--- config.mk ---
export PLATFORM = sky130hd
export DESIGN_NAME = async_receiver
export DESIGN_NICKNAME = d
export VERILOG_FILES = /design/src/rtl/async_receiver.sv
export SDC_FILE = /design/constraint.sdc
export NUM_CORES = 1
export LEC_CHECK = 0
export BUFFER_PORTS_ARGS = -buffer_cell sky130_fd_sc_hd__clkbuf_2
export CAP_MARGIN = 20
export CORE_MARGIN = 10
export CORE_UTILIZATION = 60
export CTS_CLUSTER_SIZE = 14
export DETAILED_ROUTE_END_ITERATION = 10
export HOLD_SLACK_MARGIN = 0.12
export PLACE_DENSITY_LB_ADDON = 0.25
export SYNTH_ARGS = -nofsm -noshare
export SYNTH_HDL_FRONTEND = slang
export SYNTH_SLANG_ARGS = --single-unit
--- constraint.sdc ---
create_clock -name clk -period 9.3 [get_ports clk]
set_clock_uncertainty 0.2 [all_clocks]
set_input_delay 0.93 -clock clk [delete_from_list [all_inputs] [get_ports clk]]
set_output_delay 0.93 -clock clk [all_outputs]
set_load 0.01 [all_outputs]
--- src/rtl/async_receiver.sv ---
// UART receiver (8N1, LSB first). A fractional tick generator oversamples the line,
// a saturating counter filters glitches, and the FSM samples each bit near mid-cell.
module async_receiver #(
    parameter int ClkFrequency = 50000000,
    parameter int Baud         = 115200,
    parameter int Oversampling = 4
) (
    input  logic       clk,
    input  logic       rst,
    input  logic       RxD,
    output logic       RxD_data_ready,
    output logic [7:0] RxD_data
);

    localparam int          OsWidth  = $clog2(Oversampling);
    localparam logic [32:0] AccInc   = 33'(Baud) * 33'(Oversampling);
    localparam logic [32:0] AccLimit = 33'(ClkFrequency);

    localparam logic [3:0] IDLE  = 4'd0;
    localparam logic [3:0] START = 4'd1;
    localparam logic [3:0] BIT0  = 4'd2;
    localparam logic [3:0] BIT7  = 4'd9;
    localparam logic [3:0] STOP  = 4'd10;

    logic [32:0]        acc;
    logic [32:0]        accSum;
    logic               tick;
    logic [1:0]         rxSync;
    logic [1:0]         filtCnt;
    logic [1:0]         filtCntNext;
    logic               filtBit;
    logic [OsWidth-1:0] osCnt;
    logic               sampleNow;
    logic [3:0]         state;
    logic [7:0]         shiftReg;

    // Accumulator stays below ClkFrequency, so one extra bit above 32 covers the sum.
    assign accSum = acc + AccInc;
    assign tick   = (accSum >= AccLimit);

    always_ff @(posedge clk) begin
        if (rst) begin
            acc <= '0;
        end else if (tick) begin
            acc <= accSum - AccLimit;
        end else begin
            acc <= accSum;
        end
    end

    always_ff @(posedge clk) begin
        if (rst) begin
            rxSync <= 2'b11;
        end else begin
            rxSync <= {rxSync[0], RxD};
        end
    end

    always_comb begin
        filtCntNext = filtCnt;
        if (rxSync[1] && filtCnt != 2'd3) begin
            filtCntNext = filtCnt + 2'd1;
        end else if (!rxSync[1] && filtCnt != 2'd0) begin
            filtCntNext = filtCnt - 2'd1;
        end
    end

    // The filtered bit only flips once the counter saturates, giving hysteresis.
    always_ff @(posedge clk) begin
        if (rst) begin
            filtCnt <= 2'd3;
            filtBit <= 1'b1;
        end else if (tick) begin
            filtCnt <= filtCntNext;
            if (filtCntNext == 2'd3) begin
                filtBit <= 1'b1;
            end else if (filtCntNext == 2'd0) begin
                filtBit <= 1'b0;
            end
        end
    end

    always_ff @(posedge clk) begin
        if (rst || state == IDLE) begin
            osCnt <= '0;
        end else if (tick) begin
            osCnt <= osCnt + 1'b1;
        end
    end

    assign sampleNow = tick && (osCnt == OsWidth'(Oversampling / 2 - 1));

    always_ff @(posedge clk) begin
        if (rst) begin
            state          <= IDLE;
            shiftReg       <= 8'h00;
            RxD_data       <= 8'h00;
            RxD_data_ready <= 1'b0;
        end else begin
            RxD_data_ready <= 1'b0;
            case (state)
                IDLE: begin
                    if (tick && !filtBit) begin
                        state <= START;
                    end
                end
                START: begin
                    if (sampleNow) begin
                        state <= filtBit ? IDLE : BIT0;
                    end
                end
                STOP: begin
                    // A low stop bit is a framing error: the byte is dropped silently.
                    if (sampleNow) begin
                        if (filtBit) begin
                            RxD_data       <= shiftReg;
                            RxD_data_ready <= 1'b1;
                        end
                        state <= IDLE;
                    end
                end
                default: begin
                    if (state >= BIT0 && state <= BIT7) begin
                        if (sampleNow) begin
                            shiftReg <= {filtBit, shiftReg[7:1]};
                            state    <= state + 4'd1;
                        end
                    end else begin
                        state <= IDLE;
                    end
                end
            endcase
        end
    end

endmodule

After elaboration in Yosys (flattened, before gate mapping)
Cells that the tools add are included.
Widths: inputs -> output; s select.
{"block": "totals", "in_bits": 3, "regBits": 61, "out_inout_bits": 9}
{"block": "op_classes", "order_cmp": 3, "eq_ne": 9, "muxes": 13, "addsub": 6, "reduce_logical": 18, "bitwise_logic": 3}
{"op": "$add 33x19->33 const B", "n": 1}
{"op": "$ge 33x26->1 const B", "n": 1}
{"op": "$mux 33", "n": 1}
{"op": "$sub 33x26->33 const B", "n": 1}
{"op": "$mux 4", "n": 5}
{"op": "$pmux 4 s3", "n": 1}
{"op": "$mux 2", "n": 3}
{"op": "$ne 2x2->1 const B", "n": 3}
{"op": "$reduce_and 3->1", "n": 2}
{"op": "$reduce_or 3->1", "n": 2}
{"op": "$logic_and 1x1->1", "n": 5}
{"op": "$add 2x1->2 const B", "n": 2}
{"op": "$add 4x1->4 const B", "n": 1}
{"op": "$eq 4x1->1 const B", "n": 1}
{"op": "$eq 4x4->1 const B", "n": 1}
{"op": "$ge 4x2->1 const B", "n": 1}
{"op": "$le 4x4->1 const B", "n": 1}
{"op": "$logic_not 4->1", "n": 1}
{"op": "$reduce_and 4->1", "n": 1}
{"op": "$reduce_bool 2->1", "n": 2}
{"op": "$mux 1", "n": 3}
{"op": "$ne 3x3->1 const B", "n": 1}
{"op": "$not 1->1", "n": 3}
{"op": "$eq 2x1->1 const B", "n": 1}
{"op": "other kinds (7)", "n": 8}

Logic depth before layout (Yosys ltp)
{"block": "depth", "depth_word": 7, "depth_mapped": 14, "mapped_depth_nobuf": 11}

Worst setup path after synthesis
OpenSTA, ideal clock, no wires.
{"block": "synth_path", "path_type": "register to register", "startpoint": "reg acc[12]", "endpoint": "reg acc[14]", "path_stages_with_launch": 14, "n_path_buf": 3, "arrival_time_ns": 2.817, "slack_ns": 6.155, "t_required_ns": 8.972, "cell_sequence": "dfxtp_1 > ha_1 > buf_4 > nand4_2 > buf_6 > a22oi_2 > o31ai_1 > a41o_1 > o41ai_4 > a211oi_4 > buf_6 > o311a_1 > o211ai_1 > o31ai_1"}
{"block": "synth_via", "elab_chain_len": 3, "elab_cells_between_ends": 4}
{"item": "start: declaration", "line_no": "25", "text": "logic [32:0] acc;"}
{"item": "start signal: assignment", "line_no": "45", "text": "acc <= accSum - AccLimit;"}
{"item": "start signal: assignment", "line_no": "47", "text": "acc <= accSum;"}
{"item": "$add 33x19->33 *", "line_no": "38", "text": "assign accSum = acc + AccInc;"}
{"item": "$sub 33x26->33 / $ge 33x26->1 (equally long branches)", "line_no": "45, 39"}
{"item": "$mux 33 *", "line_no": "44", "text": "end else if (tick) begin"}
Every way passes the cells marked *; elsewhere a longest branch is shown, timed or not.
A chain may end at the register's enable or synchronous reset.

Worst setup path in the final report
{"block": "layout_path", "startpoint": "reg acc[11]", "endpoint": "reg RxD_data[7]"}
{"block": "layout_via", "elab_chain_len": 4}
{"item": "$add 33x19->33", "line_no": "38"}
{"item": "$ge 33x26->1", "line_no": "39", "text": "assign tick = (accSum >= AccLimit);"}
{"item": "$logic_and 1x1->1", "line_no": "91", "text": "assign sampleNow = tick && (osCnt == OsWidth'(Oversampling / 2 - 1));"}
{"item": "$reduce_and 3->1 (no source line)"}
{"item": "end signal: assignment", "line_no": "116", "text": "RxD_data <= shiftReg;"}
{"item": "end: declaration", "line_no": "12", "text": "output logic [7:0] RxD_data"}
Every way passes these cells.

==> impl_results.html <==
<table>
<tr><th>Metric</th><th>Value</th></tr>
<tr><th colspan="2">Drt</th></tr>
<tr><td>Number of search-and-repair iterations in the first detailed-routing pass</td><td>4</td></tr>
<tr><td>Initial detailed-routing violation count</td><td>205</td></tr>
<tr><td>Routed wire per std cell</td><td>14.8 um</td></tr>
<tr><td>Final antenna-violating net count</td><td>0</td></tr>
<tr><td>DRC violations left</td><td>0</td></tr>
<tr><td>Via-to-Cell Ratio</td><td>6.00</td></tr>
<tr><td>Total vias in the final route</td><td>2947</td></tr>
<tr><td>Total detailed-routing wirelength</td><td>7290 um</td></tr>
<tr><th colspan="2">Clock tree</th></tr>
<tr><td>Clock latency reported for the late side of the worst-skew pair</td><td>0.31 ns</td></tr>
<tr><td>Number of buffers added by the clock tree synthesis step</td><td>5</td></tr>
<tr><td>TritonCTS clock tree</td><td>done</td></tr>
<tr><td>Post-cts gate resize count</td><td>0</td></tr>
<tr><td>Clock transition time at the flip-flop clock pins of the worst setup and hold paths</td><td>0.10 ns</td></tr>
<tr><td>Number of levels in the clock H-tree</td><td>2</td></tr>
<tr><td>Maximum root-to-sink buffer count</td><td>2</td></tr>
<tr><td>Count of clock tree sinks</td><td>54</td></tr>
<tr><td>Clock Tree Root</td><td>sky130_fd_sc_hd__clkbuf_8</td></tr>
<tr><td>Number of buffers inserted for hold repair after clock tree synthesis</td><td>0</td></tr>
<tr><td>Number of setup buffers added after CTS</td><td>0</td></tr>
<tr><th colspan="2">Yosys</th></tr>
<tr><td>Post-synthesis xor/xnor area fraction</td><td>0.0892</td></tr>
<tr><td>Avg Cell Area, Syn</td><td>8.61 um^2</td></tr>
<tr><td>Post-synth EDFFs</td><td>0</td></tr>
<tr><td>Compound-gate portion of the synthesized area</td><td>0.181</td></tr>
<tr><td>Sequential-to-total area share from yosys stat</td><td>0.299</td></tr>
<tr><td>Cell variety after synth</td><td>74</td></tr>
<tr><td>Area fraction in and, or, nand and nor cells after synthesis</td><td>0.265</td></tr>
<tr><td>Post-Synthesis Net Count</td><td>437</td></tr>
<tr><td>Top_reg_cell synth</td><td>sky130_fd_sc_hd__dfxtp_1</td></tr>
<tr><td>Register bit total from synthesis</td><td>54</td></tr>
<tr><td>Summed instance area of the synthesized netlist</td><td>3620 um^2</td></tr>
<tr><td>Synth async-reset ratio</td><td>0</td></tr>
<tr><td>Combinational family with the most area after synthesis</td><td>simple AND/OR/NAND/NOR gates</td></tr>
<tr><td>Total of warnings raised by yosys</td><td>0</td></tr>
<tr><td>Number of standard cells after synthesis</td><td>420</td></tr>
<tr><td>Adder-cell share of the synthesized area</td><td>0.0484</td></tr>
<tr><td>Portion of netlist area occupied by mux cells</td><td>0.0502</td></tr>
<tr><th colspan="2">Job</th></tr>
<tr><td># Max-Cap Violations</td><td>0</td></tr>
<tr><th colspan="2">Global routing</th></tr>
<tr><td>Met3 track utilization from global routing</td><td>0.0277</td></tr>
<tr><td>Remaining global-route overflow</td><td>0</td></tr>
<tr><td>Met2 routing resource usage after global routing</td><td>0.246</td></tr>
<tr><td>Wire length of the first global-routing pass</td><td>12600 um</td></tr>
<tr><td>Overall fraction of global-route tracks in use</td><td>0.150</td></tr>
<tr><td>Met1 GRT Util</td><td>0.195</td></tr>
<tr><td>Initial antenna violation count</td><td>0</td></tr>
<tr><td>Pin count of the biggest net entering global routing</td><td>52</td></tr>
<tr><td>Global-route layer with the greatest usage</td><td>met2</td></tr>
<tr><td>Number of global-route vias before repair</td><td>2689</td></tr>
<tr><th colspan="2">Floorplanning</th></tr>
<tr><td>Standard-cell row count</td><td>28</td></tr>
<tr><td>Core Footprint</td><td>5890 um^2</td></tr>
<tr><td>DIE AREA</td><td>9530 um^2</td></tr>
<tr><td>Die Ht</td><td>97.6 um</td></tr>
<tr><td>Starting density of the core</td><td>0.615</td></tr>
<tr><td>Width of the die</td><td>97.6 um</td></tr>
<tr><td>I/O pin count</td><td>12</td></tr>
<tr><th colspan="2">Layout</th></tr>
<tr><td>Total inserted antenna cells</td><td>0</td></tr>
<tr><td>Signed area change from the synthesized netlist to the final layout</td><td>2.59%</td></tr>
<tr><td>Fill cell count</td><td>522</td></tr>
<tr><td>Post-layout nets</td><td>432</td></tr>
<tr><td>Share of layout cells above drive strength 1</td><td>0.137</td></tr>
<tr><td>Final Util</td><td>0.631</td></tr>
<tr><th colspan="2">Run status</th></tr>
<tr><td>Outcome</td><td>finished clean</td></tr>
<tr><th colspan="2">Placed design</th></tr>
<tr><td>Buffers on Ports</td><td>11</td></tr>
<tr><td>Final GP Congestion</td><td>0.874</td></tr>
<tr><td>DP Wirelength</td><td>5230 um</td></tr>
<tr><td>Worst-case setup slack after placement</td><td>4.85 ns</td></tr>
<tr><th colspan="2">Timing</th></tr>
<tr><td>Final critical path time including I/O delays and setup</td><td>4.56 ns</td></tr>
<tr><td>Setup TNS</td><td>0 ns</td></tr>
<tr><td>Unrepaired setup endpoints after global routing</td><td>no</td></tr>
<tr><td>Final worst path period share</td><td>0.490</td></tr>
<tr><td>Worst Slack Setup Final</td><td>4.74 ns</td></tr>
<tr><td>Fmax</td><td>0.219 GHz</td></tr>
<tr><td>Final max-slew violation count</td><td>0</td></tr>
<tr><td>Final setup vio count</td><td>0</td></tr>
<tr><td>Max transition margin</td><td>0.402</td></tr>
<tr><td>Final hold violation count</td><td>0</td></tr>
<tr><td>Tightest Pin Transition</td><td>0.889 ns</td></tr>
<tr><th colspan="2">Critical path</th></tr>
<tr><td>Slowest CP cell</td><td>sky130_fd_sc_hd__dfxtp_1</td></tr>
<tr><td>Dominant cell type by count on the critical path</td><td>sky130_fd_sc_hd__nor2_1</td></tr>
<tr><td>Sort of element at the end of the critical path</td><td>flip-flop</td></tr>
<tr><td>Launching element type of the critical path</td><td>flip-flop</td></tr>
<tr><td>Worst EP arrival</td><td>4.55 ns</td></tr>
<tr><td>Category of the critical setup timing path</td><td>flip-flop to flip-flop</td></tr>
<tr><td>Critical Path RT</td><td>9.29 ns</td></tr>
<tr><td>Largest stage delay on the critical path</td><td>0.58 ns</td></tr>
<tr><td>Dominant delay contributor by cell family on the critical path</td><td>simple AND/OR/NAND/NOR gates</td></tr>
<tr><td>Worst path bufs/invs</td><td>1</td></tr>
<tr><td>Maximum fanout along the worst path</td><td>31</td></tr>
<tr><td>Critical Path, Cell by Cell</td><td>ha_1 &gt; nand4_2 &gt; a2111oi_4 &gt; a21oi_1 &gt; nor2_1 &gt; nand4_1 &gt; a211oi_4 &gt; buf_4 &gt; or3_1 &gt; mux2i_1 &gt; nor2_1</td></tr>
<tr><th colspan="2">Power</th></tr>
<tr><td>IR Drop Worst-Case VDD</td><td>0.000154 V</td></tr>
<tr><td>Leak pwr</td><td>1.45 nW</td></tr>
<tr><td>Cell area power density</td><td>310 nW/um^2</td></tr>
<tr><th colspan="2">Min path</th></tr>
<tr><td>Hold Path Class</td><td>flip-flop to flip-flop</td></tr>
</table>
## final cells by class
class | count | area [um^2] | share of cell area
timing repair buffer | 13 | 70.1 | 0.0189
tap | 75 | 93.8 | 0.0253
multi-input combinational | 321 | 2290 | 0.618
inverter | 20 | 75.1 | 0.0202
clock buffer | 6 | 82.6 | 0.0223
clock inverter | 2 | 16.3 | 0.00438
sequential | 54 | 1080 | 0.291
## registers in the layout (all words and copies together), names as in the netlist
name,cells
state,4
shiftReg,8
rxSync,2
filtCnt,2
RxD_data_ready,1
acc,26
RxD_data,8
filtBit,1
osCnt,2
## Yosys cell counts, types with 5 or more instances
cell type                   n  area share
sky130_fd_sc_hd__nor3b_1    5       0.010
sky130_fd_sc_hd__ha_1      14       0.048
sky130_fd_sc_hd__a21oi_1   15       0.021
sky130_fd_sc_hd__dfxtp_1   54        0.30
sky130_fd_sc_hd__clkbuf_1   9      0.0093
sky130_fd_sc_hd__o31ai_1    7       0.015
sky130_fd_sc_hd__a31oi_1    5      0.0086
sky130_fd_sc_hd__nor3_1    12       0.017
sky130_fd_sc_hd__xnor2_1   24       0.058
sky130_fd_sc_hd__inv_1     19       0.020
sky130_fd_sc_hd__xor2_1    11       0.027
sky130_fd_sc_hd__nand2_1   23       0.024
sky130_fd_sc_hd__nand4_1    8       0.014
sky130_fd_sc_hd__mux2i_1   17       0.047
sky130_fd_sc_hd__buf_2      6      0.0083
sky130_fd_sc_hd__buf_6      8       0.025
sky130_fd_sc_hd__or3_1      5      0.0086
sky130_fd_sc_hd__nand3_1   14       0.019
sky130_fd_sc_hd__nor2_1    61       0.063
sky130_fd_sc_hd__o21ai_0   11       0.015
sky130_fd_sc_hd__a211oi_1   5       0.010
## metrics by stage
step           hold WS (ns)  area, um^2  std cells  total power, mW
4_1_cts               0.248        3710        491             1.15
6_report              0.243        3710        491             1.15
5_1_grt               0.287        3710        491             1.25
3_5_place_dp          0.229        3610        483             1.00
3_3_place_gp          0.253        3610        483            0.989
2_1_floorplan         0.189        3620        420            0.920
## path summary, 6_finish.rpt
check / start / to / slack [ns] / depth (start not counted)
max reg2reg: acc[11] / RxD_data[7] / 4.74 / 11
min: rxSync[0] / rxSync[1] / 0.24 / 1
min reg2reg: rxSync[0] / rxSync[1] / 0.24 / 1
max: acc[11] / RxD_data[7] / 4.74 / 11
## layout by cell type (no fill, tap or decap), drive strengths merged, types with 3 or more instances in the layout
cell type   n
nor2       62
dfxtp      54
xnor2      24
nand2      24
inv        21
a21oi      18
mux2i      17
nor3       17
clkbuf     17
o21ai      15
nand3      14
ha         14
xor2       12
nand4      10
o31ai       7
a31oi       6
a211oi      6
or3         6
nor3b       5
nor4        5
nand3b      4
nand2b      4
and2        4
or2         4
and4        3
and3        3
o211ai      3
## where the power goes
part           total [mW]  internal [mW]  switching [mW]
clock network       0.143         0.0615          0.0818
logic               0.628          0.267           0.361
registers           0.380          0.288          0.0926
## metal layers
| metal | wire (um) | up-vias | part of all wire |
|---|---|---|---|
| li1 | - | 1479 | - |
| met1 | 3530 | 1420 | 0.48 |
| met2 | 3510 | 42 | 0.48 |
| met3 | 199 | 6 | 0.027 |
| met4 | 55 | 0 | 0.0075 |
| met5 | 0 | - | 0 |
## kinds of logic (layout without fill, tap and decap cells)
family	Yosys count	after routing
and+or+nand+nor	172	172
muxes	18	18
DFF	54	54
adders and majority gates	14	14
buffers and inverters	45	41
xor gates and xnor gates	36	36
AOI/OAI and AO/OA	81	81
(Power assumes the default switching activity.)
